<file path="src/rtl/mem_arbiter.sv">
// mem_arbiter
// ----------------------------------------------------------------------------
// Shares the single unified instruction/data memory of cpu_top between the
// fetch stage (instruction reads) and the memory stage (loads/stores). One
// access is in flight at a time. When both requesters ask in the same cycle,
// the data port wins.
//
// Optional feature: define ARB_STARVE_GUARD_EN to enable the fetch starvation
// guard. With it, after STARVE_MAX consecutive data grants taken while fetch
// was waiting, the next grant goes to fetch. Without it, data priority is
// strict and STARVE_MAX has no effect.
//
// Handshake (both requester ports): the requester raises req together with
// its address/controls and holds them stable until the one-cycle ready pulse.
// The ready cycle is an ordinary IDLE cycle. A requester that keeps req high
// during that cycle, with a new address, is treated as issuing a new request.
// Read data stays on if_rdata/dm_rdata until the next read on that port
// completes.
//
// Ports:
//   clk, reset            rising-edge clock; asynchronous active-high reset
//   if_req/if_addr        fetch request and address
//   if_rdata/if_ready     fetched word and its completion pulse
//   dm_req/dm_we/dm_addr/dm_wdata   data request (we=1 store, we=0 load)
//   dm_rdata/dm_ready     load data and its completion pulse
//   mem_en/mem_we/mem_addr/mem_wdata/mem_rdata   memory macro side
//   busy                  high while an access is in ISSUE or WAIT
//   grant_if              1 when the current/last grant went to fetch
//
// FSM visibility: IDLE is busy=0; ISSUE is mem_en=1; WAIT is busy=1 with
// mem_en=0.
// ----------------------------------------------------------------------------
module mem_arbiter #(
    parameter int AW         = 32,
    parameter int DW         = 32,
    parameter int MEM_LAT    = 1,
    parameter int STARVE_MAX = 4
) (
    input  logic          clk,
    input  logic          reset,
    input  logic          if_req,
    input  logic [AW-1:0] if_addr,
    output logic [DW-1:0] if_rdata,
    output logic          if_ready,
    input  logic          dm_req,
    input  logic          dm_we,
    input  logic [AW-1:0] dm_addr,
    input  logic [DW-1:0] dm_wdata,
    output logic [DW-1:0] dm_rdata,
    output logic          dm_ready,
    output logic          mem_en,
    output logic          mem_we,
    output logic [AW-1:0] mem_addr,
    output logic [DW-1:0] mem_wdata,
    input  logic [DW-1:0] mem_rdata,
    output logic          busy,
    output logic          grant_if
);

    typedef enum logic [1:0] {
        IDLE  = 2'd0,
        ISSUE = 2'd1,
        WAIT  = 2'd2
    } state_t;

    state_t        state_q, state_d;
    logic [3:0]    cnt_q, cnt_d;
    logic [AW-1:0] mem_addr_q, mem_addr_d;
    logic [DW-1:0] mem_wdata_q, mem_wdata_d;
    logic          mem_we_q, mem_we_d;
    logic          grant_if_q, grant_if_d;
    logic [DW-1:0] if_rdata_q, if_rdata_d;
    logic [DW-1:0] dm_rdata_q, dm_rdata_d;
    logic          if_ready_q, if_ready_d;
    logic          dm_ready_q, dm_ready_d;

    // force_if: fetch must win the next grant even if data is requesting.
    logic          force_if;
    logic          pick_if;

`ifdef ARB_STARVE_GUARD_EN
    localparam int SW = $clog2(STARVE_MAX + 1);

    // Counts data grants taken while fetch was waiting; cleared by any fetch
    // grant. It cannot pass STARVE_MAX because reaching it with fetch
    // waiting forces the next grant to fetch.
    logic [SW-1:0] starve_q, starve_d;

    assign force_if = if_req && (starve_q == SW'(STARVE_MAX));
`else
    logic unused_starve_max;

    assign force_if          = 1'b0;
    assign unused_starve_max = ^STARVE_MAX;
`endif

    assign pick_if = force_if || !dm_req;

    always_comb begin
        state_d     = state_q;
        cnt_d       = cnt_q;
        mem_addr_d  = mem_addr_q;
        mem_wdata_d = mem_wdata_q;
        mem_we_d    = mem_we_q;
        grant_if_d  = grant_if_q;
        if_rdata_d  = if_rdata_q;
        dm_rdata_d  = dm_rdata_q;
        if_ready_d  = 1'b0;
        dm_ready_d  = 1'b0;
`ifdef ARB_STARVE_GUARD_EN
        starve_d    = starve_q;
`endif

        case (state_q)
            IDLE: begin
                if (dm_req || if_req) begin
                    state_d = ISSUE;
                    if (pick_if) begin
                        mem_addr_d  = if_addr;
                        mem_we_d    = 1'b0;
                        mem_wdata_d = '0;
                        grant_if_d  = 1'b1;
`ifdef ARB_STARVE_GUARD_EN
                        starve_d    = '0;
`endif
                    end else begin
                        mem_addr_d  = dm_addr;
                        mem_we_d    = dm_we;
                        mem_wdata_d = dm_wdata;
                        grant_if_d  = 1'b0;
`ifdef ARB_STARVE_GUARD_EN
                        if (if_req) begin
                            starve_d = starve_q + 1'b1;
                        end
`endif
                    end
                end
            end

            ISSUE: begin
                cnt_d   = 4'(MEM_LAT);
                state_d = WAIT;
            end

            WAIT: begin
                cnt_d = cnt_q - 4'd1;
                // The counter reaches 0 on this edge: memory data is valid now.
                if (cnt_q == 4'd1) begin
                    state_d = IDLE;
                    if (grant_if_q) begin
                        if_rdata_d = mem_rdata;
                        if_ready_d = 1'b1;
                    end else begin
                        if (!mem_we_q) begin
                            dm_rdata_d = mem_rdata;
                        end
                        dm_ready_d = 1'b1;
                    end
                end
            end

            default: begin
                state_d = IDLE;
            end
        endcase
    end

    always_ff @(posedge clk or posedge reset) begin
        if (reset) begin
            state_q     <= IDLE;
            cnt_q       <= '0;
            mem_addr_q  <= '0;
            mem_wdata_q <= '0;
            mem_we_q    <= 1'b0;
            grant_if_q  <= 1'b0;
            if_rdata_q  <= '0;
            dm_rdata_q  <= '0;
            if_ready_q  <= 1'b0;
            dm_ready_q  <= 1'b0;
`ifdef ARB_STARVE_GUARD_EN
            starve_q    <= '0;
`endif
        end else begin
            state_q     <= state_d;
            cnt_q       <= cnt_d;
            mem_addr_q  <= mem_addr_d;
            mem_wdata_q <= mem_wdata_d;
            mem_we_q    <= mem_we_d;
            grant_if_q  <= grant_if_d;
            if_rdata_q  <= if_rdata_d;
            dm_rdata_q  <= dm_rdata_d;
            if_ready_q  <= if_ready_d;
            dm_ready_q  <= dm_ready_d;
`ifdef ARB_STARVE_GUARD_EN
            starve_q    <= starve_d;
`endif
        end
    end

    assign mem_en    = (state_q == ISSUE);
    assign busy      = (state_q != IDLE);
    assign mem_we    = mem_we_q;
    assign mem_addr  = mem_addr_q;
    assign mem_wdata = mem_wdata_q;
    assign grant_if  = grant_if_q;
    assign if_rdata  = if_rdata_q;
    assign dm_rdata  = dm_rdata_q;
    assign if_ready  = if_ready_q;
    assign dm_ready  = dm_ready_q;

endmodule

</file>
<file path="config.mk">
export PLATFORM = sky130hd
export DESIGN_NAME = mem_arbiter
export DESIGN_NICKNAME = d
export VERILOG_FILES = /design/src/rtl/mem_arbiter.sv
export SDC_FILE = /design/constraint.sdc
export NUM_CORES = 1
export LEC_CHECK = 0
export ABC_AREA = 0
export CAP_MARGIN = 20
export CORE_UTILIZATION = 25
export CTS_BUF_LIST = sky130_fd_sc_hd__clkbuf_4
export CTS_CLUSTER_DIAMETER = 30
export CTS_CLUSTER_SIZE = 16
export DETAILED_ROUTE_END_ITERATION = 10
export GPL_ROUTABILITY_DRIVEN = 1
export SYNTH_ARGS = -nofsm -noshare
export SYNTH_HDL_FRONTEND = slang
export SYNTH_SLANG_ARGS = --single-unit
export TNS_END_PERCENT = 1
</file>
<file path="constraint.sdc">
create_clock -name clk -period 4.65 [get_ports clk]
set_input_delay 1.1625 -clock clk [delete_from_list [all_inputs] [get_ports clk]]
set_output_delay 1.1625 -clock clk [all_outputs]
set_load 0.005 [all_outputs]
</file>
# Word level (Yosys, flattened, before mapping)
# Index checks and enable logic that the tools add are counted.
[word_totals]
ff_bits = 138
in_bits = 133
output_inout_bits = 134
wordCells = 40
[classes]
add_sub_neg = 1
n_eq_ne = 5
mux = 14
bitwise_logic = 2
n_reduce_logical = 8
[ops]
columns = ["cell", "n"]
rows = [
  ["32-bit 2-to-1 mux", 2],
  ["1-bit 2-to-1 mux", 8],
  ["4-bit one-hot mux with 2 select lines", 1],
  ["2-bit one-hot mux with 3 select lines", 1],
  ["4-bit by 1-bit equality test with 1-bit output, second input constant", 1],
  ["2-bit 2-to-1 mux", 2],
  ["2-bit inequality test, second input constant", 2],
  ["2-bit AND reduction", 2],
  ["4-bit AND reduction", 1],
  ["2-bit nonzero test", 2],
  ["4-bit by 1-bit subtractor with 4-bit output, second input constant", 1],
  ["3-bit AND reduction", 1],
  ["2-bit by 1-bit equality test with 1-bit output, second input constant", 1],
  ["2-bit equality test, second input constant", 1],
  ["2-bit zero test", 1],
  ["1-bit inverter", 2],
  ["1-bit logical OR", 1],
]

# Longest topological paths before layout
[logic_depth]
depth_word = 3
ltp_mapped = 7
mapped_depth_nobuf = 5

# Least setup slack after synthesis
# Ideal clock, no wire load.
[synth_path]
kind = "input-to-reg"
startpoint = "input port dm_req"
endpoint = "register state_q[0]"
setup_time_ns = 0.125
t_arrival_ns = 1.958
t_required_ns = 4.525
path_slack_ns = 2.567
cell_stages = 3
n_path_buf = 1
path_cell_list = "buf_2 -> o32a_1 -> mux2_2"
[synth_via]
elab_chain_cells = 3
[synth_rtl]
columns = ["element", "line", "text"]
rows = [
  ["from (decl)", "45", "input logic dm_req,"],
  ["1-bit logical OR", "116", "if (dm_req || if_req) begin"],
  ["2-bit inequality test (no line)", "-", ""],
  ["2-bit AND reduction (no line)", "-", ""],
  ["to (signal assigned)", "184", "state_q <= state_d;"],
  ["to (decl)", "66", "state_t state_q, state_d;"],
]
# No other way between the ends.
# A chain may end at the register's enable or synchronous reset.

# Worst setup path in the final report
[layout_path]
startpoint = "register state_q[0]"
endpoint = "output port busy"
[layout_via]
elab_chain_cells = 1
[layout_rtl]
columns = ["element", "line", "text"]
rows = [
  ["2-bit nonzero test", "201", "assign busy = (state_q != IDLE);"],
  ["to (decl)", "56", "output logic busy,"],
]
# No other way between the ends.

==> flow_summary.ini <==
[critical_path]
worstPathRequired_ns = 3.49
worst_path_largest_cell_delay_ns = 0.50
crit_top_cell = inv_1
cp.arrival_ns = 1.86
crit_path_max_fanout = 5
critPathKind = flip-flop to primary output
crit_slowest_cell = clkdlybuf4s50_1
cp-start-kind = flip-flop
crit_chain = inv_1 > ha_1 > inv_1 > clkdlybuf4s50_1
startpoint = state_q[0]
timing.rr.start = state_q[0]
cp-end-kind = primary output

[die]
std_cell_rows = 54
chipHeight_um = 152
initial_core_util_pct = 25.6
die_w_um = 152
io_pins = 267
core_area_um2 = 22000
fp.dieArea_um2 = 23100

[routing]
drt-pass1-iter-count = 7
drt_iter0_drc = 157
wl_met2_um = 7230
drc_errors = 38
route.met3.wl_um = 1240
num_vias = 4121
wl_per_cell_um = 15.8
vias_per_cell = 4.32
totalWireLength_um = 15100
highest_layer = met4
wl_met1_um = 6410
ant_nets = 0

[min_path]
hp-class = flip-flop to flip-flop
worstHoldStart = mem_addr[25]

[clock_tree]
clockBufferDepth = 2
postCtsHoldBufs = 0
htreeDepth = 4
clk_latency_ns = 0.52
cts_buffers = 17
clock-root-buffer = clkbuf_4
cts_resized = 0
clk_pin_slew_worst_paths_ns = 0.12
numClockSinks = 138
cts_setup_buffers = 0
cts_tree = done

[place]
dp.cells = 921
gp_congestion = 0.775
hpwl_um = 10800
preCtsSetupSlack_ns = 1.90
placed_area_um2 = 8540
portBuffers = 266

[synthesis]
ys_ff_latch = 138
yosysTopAreaCell = dfrtp_1
synthTopCellsByArea = dfrtp_1 (61%), mux2_4 (8.3%), mux2_2 (7.2%)
synth-edff-count = 0
synth_top_cell_area_share_pct = 61.4
synth_cell_type_count = 27
syn_inst = 396
ys_async_sr_fraction_pct = 100
yosys_warnings = 0
syn-num-nets = 535
syn-cell-area_um2 = 5630
seq_area_frac_synth_pct = 61.4
yosys_most_used_dff = dfrtp_1
syn-mean-instance-area_um2 = 14.2

[timing]
rsz0062_at_grt = false
setup_viol = 0
skew_ns = 0.0298
hold_viol = 0
tns_ns = 0
slew_headroom_pct = 50.7
finalMaxSlewViolations = 0
worst_slew_pin_slew_ns = 0.739
timing.final.ws_setup_ns = 1.63
clock.fmax_mhz = 331
min_period_ns = 3.02
fin_crit_sh_pct = 64.9

[run_status]
violations = design-rule violations
status = finished with violations

[power]
p_leak_uw = 0.00392
power-per-cell-area_nw_per_um2 = 631
vdd_drop_max_mv = 0.265

[layout]
final_design_area_no_fill_um2 = 8860
finalNonFillerCells = 955
area_growth_pct = 57.4
final_util_pct = 40.3
drive_above_1_share_pct = 16.0
nets = 800

[grt]
antenna_found_initial = 1
track_usage_pct = 13.5
grt_pass1_vias = 4369
grt_start_max_net_pins = 139
grt_pass1_wl_um = 24100
overflow = 0

[job]
drv_cap = 0
final timing paths:
kind,slack [ns],cells past startpoint,endpoint
max in group asynchronous,2.92,3,mem_wdata[28]
worst min register to register,0.49,2,mem_addr[25]
min in group asynchronous,1.20,3,dm_rdata[0]
worst max register to register,2.67,5,if_rdata[28]
worst max-delay path,1.63,4,busy
worst min-delay path,0.49,2,mem_addr[25]
layout make-up:
type	count	area [µm²]
clock buffer	18	135
clock inverter	13	168
sequential	138	3450
antenna	2	5.00
multi-input combinational	226	2000
tap	280	350
timing repair buffer	270	2720
inverter	8	33.8
fill	2057	13100
state kept, by name (all words and copies together) (netlist names):
signal     count
dm_ready       1
cnt_q          4
dm_rdata      32
mem_we         1
grant_if       1
state_q        2
mem_wdata     32
if_ready       1
if_rdata      32
mem_addr      32
per-layer routing:
| layer | vias up | global-route usage (%) |
|---|---|---|
| met1 | 1973 | 15.9 |
| met2 | 198 | 22.1 |
| met5 | - | 0 |
| li1 | 1937 | - |
| met3 | 13 | 5.31 |
| met4 | 0 | 5.05 |
Yosys cell counts, types with 2 or more instances:
cell / n
a22o_1: 31
nand3_1: 3
mux2_2: 36
buf_2: 9
o21ai_0: 34
clkbuf_1: 9
inv_1: 8
nand2_1: 38
clkbuf_8: 3
nand2_4: 2
mux2i_1: 32
nor3b_1: 2
buf_6: 3
mux2_4: 31
ha_1: 6
dfrtp_1: 138
where the power goes:
group | internal, µW | total (µW) | switching (µW)
clock network | 383 | 850 | 467
registers | 1800 | 2140 | 345
logic | 1720 | 2600 | 880
total | 3900 | 5590 | 1690
cells in the final DEF, fill, tap and decap left out, types with 3 or more instances in the layout:
cell,netlist,routed
mux2i_1,32,32
a22o_1,31,31
clkinvlp_4,0,3
ha_1,6,6
bufinv_16,0,3
inv_1,8,7
dfrtp_1,138,138
nand3_1,3,3
mux2_2,36,36
nand2_1,38,38
clkdlybuf4s50_1,0,265
o21ai_0,34,34
clkbuf_4,0,18
mux2_4,31,31
inv_6,0,4
per-stage QoR:
step / hold WS, ns / power (µW)
after floorplan: 0.463 / 3220
after global placement: 0.463 / 4720
after detailed placement: 0.469 / 4790
after CTS: 0.501 / 5680
after global routing: 0.526 / 5980
final: 0.494 / 5590
critical path, delay by kind of cell (launching register included):
family / cells / cell delay, ns
buffers and inverters: 3 / 0.69
adders and majority gates: 1 / 0.28
DFF: 1 / 0.39
logic make-up (layout without fill, tap and decap cells):
kind of cell             Yosys count  count (layout)  share of synthesized area [%]
flip-flops                       138             138                           61.4
multiplexers                      99              99                           21.2
AO/OA/AOI/OAI                     70              70                           8.58
AND/OR/NAND/NOR                   51              51                           4.29
buffers and inverters             32             309                           3.27
adder cells (fa/ha/maj)            6               6                           1.33
other                              0               2                              0
No activity file was read; power rests on OpenSTA's default activity.
